===== src/rtl/mem_ctrl_arb_pkg.sv =====
// Shared sizes, state encoding and address helper for the main-memory controller.
package mem_ctrl_arb_pkg;

  localparam int PA_WIDTH  = 16;
  localparam int BLK_WIDTH = 128;
  localparam int BYTE      = 8;
  localparam int BLK_BYTES = BLK_WIDTH / BYTE;

  typedef enum logic [1:0] {
    MC_IDLE,
    MC_ISSUE,
    MC_WAIT,
    MC_RESP
  } mc_state_t;

  function automatic logic [PA_WIDTH-1:0] blk_align(input logic [PA_WIDTH-1:0] addr);
    return addr & ~PA_WIDTH'(BLK_BYTES - 1);
  endfunction

endpackage


===== src/rtl/mem_ctrl_arb_rr_arb2.sv =====
// Two-way round-robin pick: a lone requester wins, a tie goes to the one not served last.
module rr_arb2 (
  input  logic [1:0] req,
  input  logic       last,
  output logic       valid,
  output logic       winner
);

  always_comb begin
    valid  = |req;
    winner = 1'b0;
    if (req == 2'b11) winner = ~last;
    else              winner = req[1];
  end

endmodule


===== src/rtl/mem_ctrl_arb.sv =====
// Two-port memory controller: one block transaction at a time to main memory,
// round-robin between requesters, fixed access latency before the ack.
//
// state    | meaning
// MC_IDLE  | waiting for a request, winner registered on exit
// MC_ISSUE | single-cycle rd_en/wr_en pulse to memory
// MC_WAIT  | counting down the memory latency, read data captured on last cycle
// MC_RESP  | one-cycle ack to the granted requester
module mem_ctrl_arb
  import mem_ctrl_arb_pkg::*;
#(
  parameter int LATENCY = 1
) (
  input  logic                 clk,
  input  logic                 rst_n,
  input  logic                 req0,
  input  logic                 req1,
  input  logic                 we0,
  input  logic                 we1,
  input  logic [PA_WIDTH-1:0]  addr0,
  input  logic [PA_WIDTH-1:0]  addr1,
  input  logic [BLK_WIDTH-1:0] wdata0,
  input  logic [BLK_WIDTH-1:0] wdata1,
  output logic                 ack0,
  output logic                 ack1,
  output logic [BLK_WIDTH-1:0] rdata,
  output logic                 busy,
  output logic                 gnt_id,
  output logic [PA_WIDTH-1:0]  mem_addr,
  output logic                 mem_rd_en,
  output logic                 mem_wr_en,
  output logic [BLK_WIDTH-1:0] mem_wr_data,
  input  logic [BLK_WIDTH-1:0] mem_rd_data
);

  if (LATENCY < 1 || LATENCY > 15) begin : g_bad_latency
    $error("mem_ctrl_arb: LATENCY must be in 1..15");
  end

  mc_state_t            state;
  logic [3:0]           cnt;
  logic                 rr_last;
  logic                 we_r;
  logic                 arb_valid;
  logic                 arb_winner;
  logic                 sel_we;
  logic [PA_WIDTH-1:0]  sel_addr;
  logic [BLK_WIDTH-1:0] sel_wdata;

  rr_arb2 u_rr_arb2 (
    .req    ({req1, req0}),
    .last   (rr_last),
    .valid  (arb_valid),
    .winner (arb_winner)
  );

  assign sel_we    = arb_winner ? we1    : we0;
  assign sel_addr  = arb_winner ? addr1  : addr0;
  assign sel_wdata = arb_winner ? wdata1 : wdata0;
  assign busy      = (state != MC_IDLE);

  always_ff @(posedge clk) begin
    if (!rst_n) begin
      state       <= MC_IDLE;
      cnt         <= '0;
      rr_last     <= 1'b1;
      gnt_id      <= 1'b0;
      we_r        <= 1'b0;
      mem_addr    <= '0;
      mem_wr_data <= '0;
      rdata       <= '0;
      mem_rd_en   <= 1'b0;
      mem_wr_en   <= 1'b0;
      ack0        <= 1'b0;
      ack1        <= 1'b0;
    end else begin
      unique case (state)
        MC_IDLE: begin
          if (arb_valid) begin
            gnt_id      <= arb_winner;
            we_r        <= sel_we;
            mem_addr    <= blk_align(sel_addr);
            mem_wr_data <= sel_wdata;
            mem_rd_en   <= ~sel_we;
            mem_wr_en   <= sel_we;
            state       <= MC_ISSUE;
          end
        end
        MC_ISSUE: begin
          mem_rd_en <= 1'b0;
          mem_wr_en <= 1'b0;
          cnt       <= 4'(LATENCY);
          state     <= MC_WAIT;
        end
        MC_WAIT: begin
          cnt <= cnt - 4'd1;
          // memory read data is stable from the cycle after rd_en until the next access
          if (cnt == 4'd1) begin
            if (!we_r) rdata <= mem_rd_data;
            ack0  <= ~gnt_id;
            ack1  <= gnt_id;
            state <= MC_RESP;
          end
        end
        MC_RESP: begin
          ack0    <= 1'b0;
          ack1    <= 1'b0;
          rr_last <= gnt_id;
          state   <= MC_IDLE;
        end
        default: state <= MC_IDLE;
      endcase
    end
  end

endmodule

===== config.mk =====
export PLATFORM = sky130hd
export DESIGN_NAME = mem_ctrl_arb
export DESIGN_NICKNAME = d
export VERILOG_FILES = /design/src/rtl/mem_ctrl_arb_pkg.sv /design/src/rtl/mem_ctrl_arb_rr_arb2.sv /design/src/rtl/mem_ctrl_arb.sv
export SDC_FILE = /design/constraint.sdc
export NUM_CORES = 1
export LEC_CHECK = 0
export CORE_AREA = 2 2 270 272
export DETAILED_ROUTE_END_ITERATION = 7
export DIE_AREA = 0 0 272 274
export MAX_ROUTING_LAYER = met4
export PLACE_DENSITY = 0.4
export SYNTH_ARGS = -nofsm -noshare
export SYNTH_HDL_FRONTEND = slang
export SYNTH_SLANG_ARGS = --single-unit

===== constraint.sdc =====
create_clock -name clk -period 2.2 [get_ports clk]
set_input_delay 0.55 -clock clk [delete_from_list [all_inputs] [get_ports clk]]
set_output_delay 0.55 -clock clk [all_outputs]
set_load 0.01 [all_outputs]

[Yosys cells after proc, flatten, opt, wreduce, memory -nomap -nowiden]
Index checks and enable logic that the tools add are counted.
Operators by class
  equality and inequality tests: 7
  bitwise operators: 4
  $add $sub $neg: 1
  mux-type cells: 16
  reductions and logical operators: 11
Operators with widths (number)
  $mux 128: 1
  $mux 16: 1
  $pmux 1 s2: 4
  $pmux 2 s4: 1
  $pmux 4 s2: 1
  $reduce_and 2->1: 4
  $reduce_bool 2->1: 4
  $eq 2x2->1 const B: 3
  $mux 1: 6
  $eq 4x1->1 const B: 1
  $mux 2: 2
  $ne 2x2->1 const B: 2
  $not 1->1: 4
  $sub 4x1->4 const B: 1
  $reduce_and 3->1: 1
  $eq 2x1->1 const B: 1
  $logic_not 2->1: 1
  $reduce_or 2->1: 1
Storage, ports and cells
  flip-flop bits (word level): 281
  word-level logic and storage cells: 51
  input bits: 422
  output and inout bits: 278

[Longest topological paths before layout]
Gate-level depths: netlist of run 1.
  depth in word-level cells: 6
  mapped depth: 8
  mapped depth without buffers: 5

[Modules after synthesis]
A second synthesis of run 1 with hierarchy kept.
Second synthesis, totals
  cell total of the unflattened synthesis: 1260
  area, all modules: 12323.1 µm²
By module, submodules not included
  mem_ctrl_arb: sequential area each 5625.4 µm², area each 12309.3 µm², times used 1, cells an instance 1258
  rr_arb2: sequential area each 0.0 µm², area each 13.8 µm², times used 1, cells an instance 2

[Worst setup path before layout of run 1]
OpenSTA, ideal clock, no wires.
  path kind: register -> register
  start: register cnt[0]
  end: register rdata[72]
  arrival: 1.459 ns
  clock period less this slack: 1.579 ns
  buffers on the path: 3
  stages on the path, launching flop included: 8
  path slack: 0.621 ns
  required time: 2.080 ns
  library setup time: 0.120 ns
  cells stage by stage: dfxtp_1 > ha_1 > or3b_1 > buf_2 > buf_6 > buf_6 > o21ai_0 > a21boi_1
Between the ends
  longest elaborated chain between the ends: 2
RTL lines
  start: declaration: line mem_ctrl_arb.sv:41  | logic [3:0] cnt;
  start signal: assignment: line mem_ctrl_arb.sv:92  | cnt <= 4'(LATENCY);
  start signal: assignment: line mem_ctrl_arb.sv:96  | cnt <= cnt - 4'd1;
  $eq 4x1->1: line mem_ctrl_arb.sv:98  | if (cnt == 4'd1) begin
  $reduce_and 3->1 (no line)
  end signal: assignment: line mem_ctrl_arb.sv:99  | if (!we_r) rdata <= mem_rd_data;
  end: declaration: line mem_ctrl_arb.sv:26  | output logic [BLK_WIDTH-1:0] rdata,
No other way between the ends.
A chain may end at the register's enable or synchronous reset.

[Worst setup path in the final report of run 1]
  start: register state[0]
  end: output port busy
Between the ends
  longest elaborated chain between the ends: 1
RTL lines
  start: declaration: line mem_ctrl_arb.sv:40  | mc_state_t state;
  start signal: assignment: line mem_ctrl_arb.sv:64  | state <= MC_IDLE;
  start signal: assignment: line mem_ctrl_arb.sv:86  | state <= MC_ISSUE;
  start signal: assignment: line mem_ctrl_arb.sv:93  | state <= MC_WAIT;
  $reduce_bool 2->1: line mem_ctrl_arb.sv:60  | assign busy = (state != MC_IDLE);
  end: declaration: line mem_ctrl_arb.sv:27  | output logic busy,
No other way between the ends.

==> results of run 1 <==
kinds of logic after synthesis:
group | Yosys count | synth area share, %
and+or+nand+nor | 149 | 6.48
DFF | 281 | 47.6
muxes | 144 | 12.2
other | 1 | 0.0317
adders and majority gates | 7 | 0.740
AOI/OAI and AO/OA | 559 | 26.7
buffers and inverters | 146 | 6.25
worst reg2reg max path, delay by kind of cell, from the launching register on:
| family | cells | cell delay, ns |
|---|---|---|
| and+or+nand+nor | 1 | 0.56 |
| DFF | 1 | 0.40 |
| AOI/OAI and AO/OA | 2 | 0.28 |
| buffers and inverters | 1 | 0.27 |
| adders and majority gates | 1 | 0.19 |
what timing repair did:
| action | 4_1_cts | 5_1_grt |
|---|---|---|
| pin swaps | 0 | 0 |
| endpoints found under the hold margin | 0 | 0 |
| setup endpoints to repair | 3 | 2 |
| buffers inserted | 0 | 0 |
| gates resized for setup | 6 | 3 |
| hold buffers | 0 | 0 |
state kept, by name, indices dropped and copies added (netlist names):
register / flops
state: 2
mem_wr_data: 128
mem_wr_en: 1
cnt: 4
mem_addr: 12
rr_last: 1
mem_rd_en: 1
we_r: 1
ack0: 1
ack1: 1
gnt_id: 1
rdata: 128
stage by stage:
| step | instance area (sq um) | worst slack (ns) |
|---|---|---|
| 6_report | 21300 | 0.112 |
| 5_1_grt | 21300 | 0.0124 |
| 4_1_cts | 21300 | 0.00487 |
| 3_5_place_dp | 20100 | -0.0699 |
| 3_3_place_gp | 20100 | -0.0626 |
| 2_1_floorplan | 11800 | 0.621 |
final timing paths:
path                       endpoint  slack, ns  depth (start not counted)              startpoint
max                            busy       0.11                          4   state[0]$_SDFFE_PN0P_
min            rr_last$_SDFFE_PN1P_       0.36                          2                   rst_n
max reg2reg  rdata[58]$_SDFFE_PN0P_       0.37                          5     cnt[0]$_SDFFE_PN0P_
min reg2reg  rdata[25]$_SDFFE_PN0P_       0.47                          2  rdata[25]$_SDFFE_PN0P_
where the power goes:
part	leakage [nW]	switching [W]	total [W]	internal (W)
clock	0.558	0.00239	0.00589	0.00350
sequential	2.30	0.000530	0.00668	0.00615
combinational	4.58	0.00435	0.00838	0.00403
metal layers:
layer	vias to the layer above	wire length [um]	share of wire [%]
met4	0	960	1.7
met3	62	4290	7.8
met5	-	0	0
met1	5633	22400	41
met2	398	27600	50
li1	5971	-	-
layout make-up:
type | instances | area, sq um | share of cell area [%]
multi-input cells | 863 | 5530 | 25.9
clock buffers | 58 | 1090 | 5.10
diodes | 6 | 15.0 | 0.0704
inverters | 6 | 22.5 | 0.106
clock inverters | 5 | 57.6 | 0.270
repair buffers | 750 | 7780 | 36.5
flip-flops and latches | 281 | 5630 | 26.4
well taps | 959 | 1200 | 5.63
placed cells by master (no fill, tap or decap), drive strengths merged, types with 3 or more instances in the layout:
cell type,instances
mux2i,143
nor3b,5
clkdlybuf4s50,682
nand2b,3
clkbuf,58
diode,6
a21boi,130
o21ai,274
nand3,128
conb,4
nand2,5
inv,8
dfxtp,281
ha,7
nor2b,3
a21oi,142
a32o,3
buf,64
==> results.sh, run 1 <==
export IMPL_yosys_area_top_type="dfxtp_1"
export IMPL_fin_skew_ns=0.0224
export IMPL_crit_fanout=6
export IMPL_row_count=99
export IMPL_crit_top_cell="inv_1"
export IMPL_grt_setup_unrepaired="no"
export IMPL_synth_edf_count=0
export IMPL_place_gp_congestion=0.801
export IMPL_fmax_ghz=0.479
export IMPL_setup_viol=0
export IMPL_ir_drop_uv=425
export IMPL_final_core_utilization_pct=29.6
export IMPL_maxCapViolations=0
export IMPL_fin_crit_ns=2.09
export IMPL_drt_total_wl_mm=55.2
export IMPL_grt_first_pass_wirelength_mm=80.1
export IMPL_whs_ns=0.358
export IMPL_dp_hpwl_mm=41.4
export IMPL_synthMostInstantiatedCell="dfxtp_1"
export IMPL_start_kind="flop"
export IMPL_drtPass1Iterations=4
export IMPL_syn_area_sq_mm=0.0118
export IMPL_postRouteAntennaNets=0
export IMPL_syn_to_final_growth_pct=80.2
export IMPL_required_ns=1.65
export IMPL_post_place_cells=2859
export IMPL_crit_path_max_incr_delay_ns=0.36
export IMPL_ctsRootBufferMaster="clkbuf_16"
export IMPL_critPathKind="reg -> out"
export IMPL_met3_usage_pct=4.99
export IMPL_io_pins=700
export IMPL_drc=0
export IMPL_antenna_found_initial=7
export IMPL_yosys_register_bits=281
export IMPL_end_kind="output port"
export IMPL_cts_buffers=39
export IMPL_synth_cell_type_count=33
export IMPL_path_cells="inv_1, ha_4, inv_1, clkdlybuf4s15_2"
export IMPL_final_net_count=2370
export IMPL_crit_buf_inv=3
export IMPL_htree_levels=2
export IMPL_hp_class="in -> reg"
export IMPL_nFillCells=7522
export IMPL_synthTopCellsByArea="dfxtp_1, mux2i_1, o21ai_0"
export IMPL_crit_family="buffers and inverters"
export IMPL_routedWlPerCell_um=18.9
export IMPL_track_usage_pct=14.5
export IMPL_clock_latency_ns=0.55
export IMPL_floorplan_die_width_um=272
export IMPL_dr_total_vias=12100
export IMPL_yosys_warnings=0
export IMPL_via_per_inst=4.12
export IMPL_arrival_ns=1.54
export IMPL_fp_dieH_um=274
export IMPL_cts_tree="yes"
export IMPL_cts_sinks=281
export IMPL_grt_pass1_vias=12400
export IMPL_synthFlopType="dfxtp_1"
export IMPL_clockBufferDepth=3
export IMPL_initial_core_util_pct=16.4
export IMPL_hold_viol=0
export IMPL_grt_max_degree=81
export IMPL_slew_violations=0
export IMPL_synth_seq_area_share_pct=47.6
export IMPL_avgSynthCellArea_sq_um=9.19
export IMPL_p_leak_nw=7.44
export IMPL_die_area_sq_mm=0.0745
export IMPL_finalPower_w=0.0210
export IMPL_status="finished, final reports clean"
export IMPL_grt_use_met2_pct=25.0
export IMPL_cpMaxStageDelayCell="dfxtp_1"
export IMPL_io_buffer_count=687
export IMPL_grt_util_met1_pct=16.3
export IMPL_drive_above_1_share_pct=6.21
export IMPL_initialDrtViolationCount=480
export IMPL_fin_cells=2928
export IMPL_grt_busiest_layer="met2"
export IMPL_relSlewSlack_pct=66.3
export IMPL_core_area_sq_mm=0.0720
export IMPL_p_per_area_mw_per_mm2=983
export IMPL_syn_inst=1287
export IMPL_finalCritPeriodShare_pct=94.9
export IMPL_yosys_area_top_type_share_pct=47.6
export IMPL_clkTransAtPathRegs_ns=0.05
export IMPL_worst_pin_slew_ns=0.506
export IMPL_setup_tns_ns=0
export IMPL_ys_async_sr_fraction_pct=0
export IMPL_synth_commonest_cells="dfxtp_1, o21ai_0, mux2i_1, a21oi_1, nand3_1"
export IMPL_grt_ovfl_total=0
Note: power is estimated with default switching activity, not from simulation.
==> run 2: changes to the inputs <==
--- a/config.mk
+++ b/config.mk
@@ -6,6 +6,7 @@
 export NUM_CORES = 1
 export LEC_CHECK = 0
 export CORE_AREA = 2 2 270 272
+export CTS_CLUSTER_SIZE = 20
 export DETAILED_ROUTE_END_ITERATION = 7
 export DIE_AREA = 0 0 272 274
 export MAX_ROUTING_LAYER = met4
==> results.sh, run 2 (synthesized netlist as in run 1, its figures left out) <==
export IMPL_status="finished, final reports clean"
export IMPL_fin_skew_ns=0.0196
export IMPL_fmax_ghz=0.482
export IMPL_cts_sinks=281
export IMPL_crit_buf_inv=1
export IMPL_setup_viol=0
export IMPL_hold_buffers=0
export IMPL_antenna_found_initial=7
export IMPL_crit_path_max_incr_delay_ns=0.66
export IMPL_hp_class="in -> reg"
export IMPL_place_ws_ns=-0.0699
export IMPL_nFillCells=7516
export IMPL_die_area_sq_mm=0.0745
export IMPL_start_kind="flop"
export IMPL_postRouteAntennaNets=0
export IMPL_post_cts_repair_setup_buffers=0
export IMPL_seqCellArea_sq_mm=0.00563
export IMPL_final_net_count=2370
export IMPL_initial_core_util_pct=16.4
export IMPL_grt_max_degree=81
export IMPL_p_leak_nw=7.51
export IMPL_slew_violations=0
export IMPL_clockBufferDepth=3
export IMPL_cpMaxStageDelayCell="clkdlybuf4s50_1"
export IMPL_io_buffer_count=687
export IMPL_fin_crit_ns=2.08
export IMPL_required_ns=1.65
export IMPL_clock_latency_ns=0.55
export IMPL_ctsRootBufferMaster="clkbuf_16"
export IMPL_mostFrequentLayoutCell="clkdlybuf4s50_1"
export IMPL_end_kind="output port"
export IMPL_routedWlPerCell_um=18.9
export IMPL_dr_total_vias=12200
export IMPL_floorplan_die_width_um=272
export IMPL_drive_above_1_share_pct=6.51
export IMPL_grt_first_pass_wirelength_mm=80.4
export IMPL_dp_hpwl_mm=41.4
export IMPL_io_pins=700
export IMPL_relSlewSlack_pct=65.8
export IMPL_drtPass1Iterations=4
export IMPL_place_gp_congestion=0.801
export IMPL_fp_dieH_um=274
export IMPL_row_count=99
export IMPL_cts_resized=7
export IMPL_arrival_ns=1.53
export IMPL_finalWorstSetupSlack_ns=0.124
export IMPL_worst_pin_slew_ns=0.513
export IMPL_cts_buffers=39
export IMPL_path_cells="clkdlybuf4s50_1"
export IMPL_grt_ovfl_total=0
export IMPL_hold_viol=0
export IMPL_core_area_sq_mm=0.0720
export IMPL_cts_tree="yes"
export IMPL_final_core_utilization_pct=29.8
export IMPL_ir_drop_uv=410
export IMPL_p_per_area_mw_per_mm2=1000
export IMPL_via_per_inst=4.15
export IMPL_grt_pass1_vias=12400
export IMPL_track_usage_pct=14.6
export IMPL_reg_top3="mem_wr_data (128), rdata (128), mem_addr (12)"
export IMPL_crit_family="buffers and inverters"
export IMPL_finalCritPeriodShare_pct=94.4
export IMPL_clkTransAtPathRegs_ns=0.06
export IMPL_grt_setup_unrepaired="no"
export IMPL_htree_levels=2
export IMPL_drc=0
export IMPL_final_cell_mix="clkdlybuf4s50_1, dfxtp_1, o21ai_0"
export IMPL_crit_fanout=2
export IMPL_maxCapViolations=0
export IMPL_initialDrtViolationCount=479
export IMPL_syn_to_final_growth_pct=81.3
export IMPL_drt_total_wl_mm=55.4
export IMPL_setup_tns_ns=0
export IMPL_critPathKind="reg -> out"
export IMPL_multi_input_area_sq_mm=0.00552
-- run 2: cell types whose count changed in the layout (fill, tap and decap cells not counted), sizes merged --
cell,delta
clkinv,+2
clkbuf,-1
bufinv,+3
clkdlybuf4s15,-1
buf,+1
inv,-2
-- run 2: path summary, 6_finish.rpt --
check / startpoint / to / cells after the start / slack, ns
worst min register to register: rdata[25]$_SDFFE_PN0P_ / rdata[25]$_SDFFE_PN0P_ / 2 / 0.47
worst max-delay path: mem_wr_data[31]$_SDFFE_PN0P_ / mem_wr_data[31] / 1 / 0.12
worst max register to register: cnt[0]$_SDFFE_PN0P_ / rdata[58]$_SDFFE_PN0P_ / 5 / 0.37
worst min-delay path: rst_n / rr_last$_SDFFE_PN1P_ / 2 / 0.35
-- run 2: stage by stage --
step	cells	instance area, sq um	hold WS [ns]	total power, W
6_report	2930	21400	0.347	0.0215
3_5_place_dp	2859	20100	0.466	0.0152
2_1_floorplan	1290	11800	0.442	0.0104
4_1_cts	2924	21400	0.308	0.0220
5_1_grt	2930	21400	0.358	0.0228
3_3_place_gp	2859	20100	0.460	0.0152
-- run 2: final cells by class --
class                      instances  area share [%]
timing repair buffer             750            36.2
sequential                       281            26.2
multi-input combinational        863            25.7
tap                              959            5.60
clock buffer                      57            5.35
clock inverter                     8           0.654
inverter                           6           0.105
antenna                            6          0.0700
-- run 2: power breakdown --
part | switching [W] | internal, W | total, W
clock network | 0.00244 | 0.00405 | 0.00649
logic | 0.00434 | 0.00400 | 0.00834
registers | 0.000529 | 0.00615 | 0.00668
total | 0.00732 | 0.0142 | 0.0215
-- run 2: layer usage --
metal  part of all wire [%]  up-vias  GRT usage, %
li1                       -     5977             -
met5                      0        -             -
met4                    1.8        0          3.25
met3                    8.2       64          5.07
met2                     50      419          25.1
met1                     40     5690          16.2
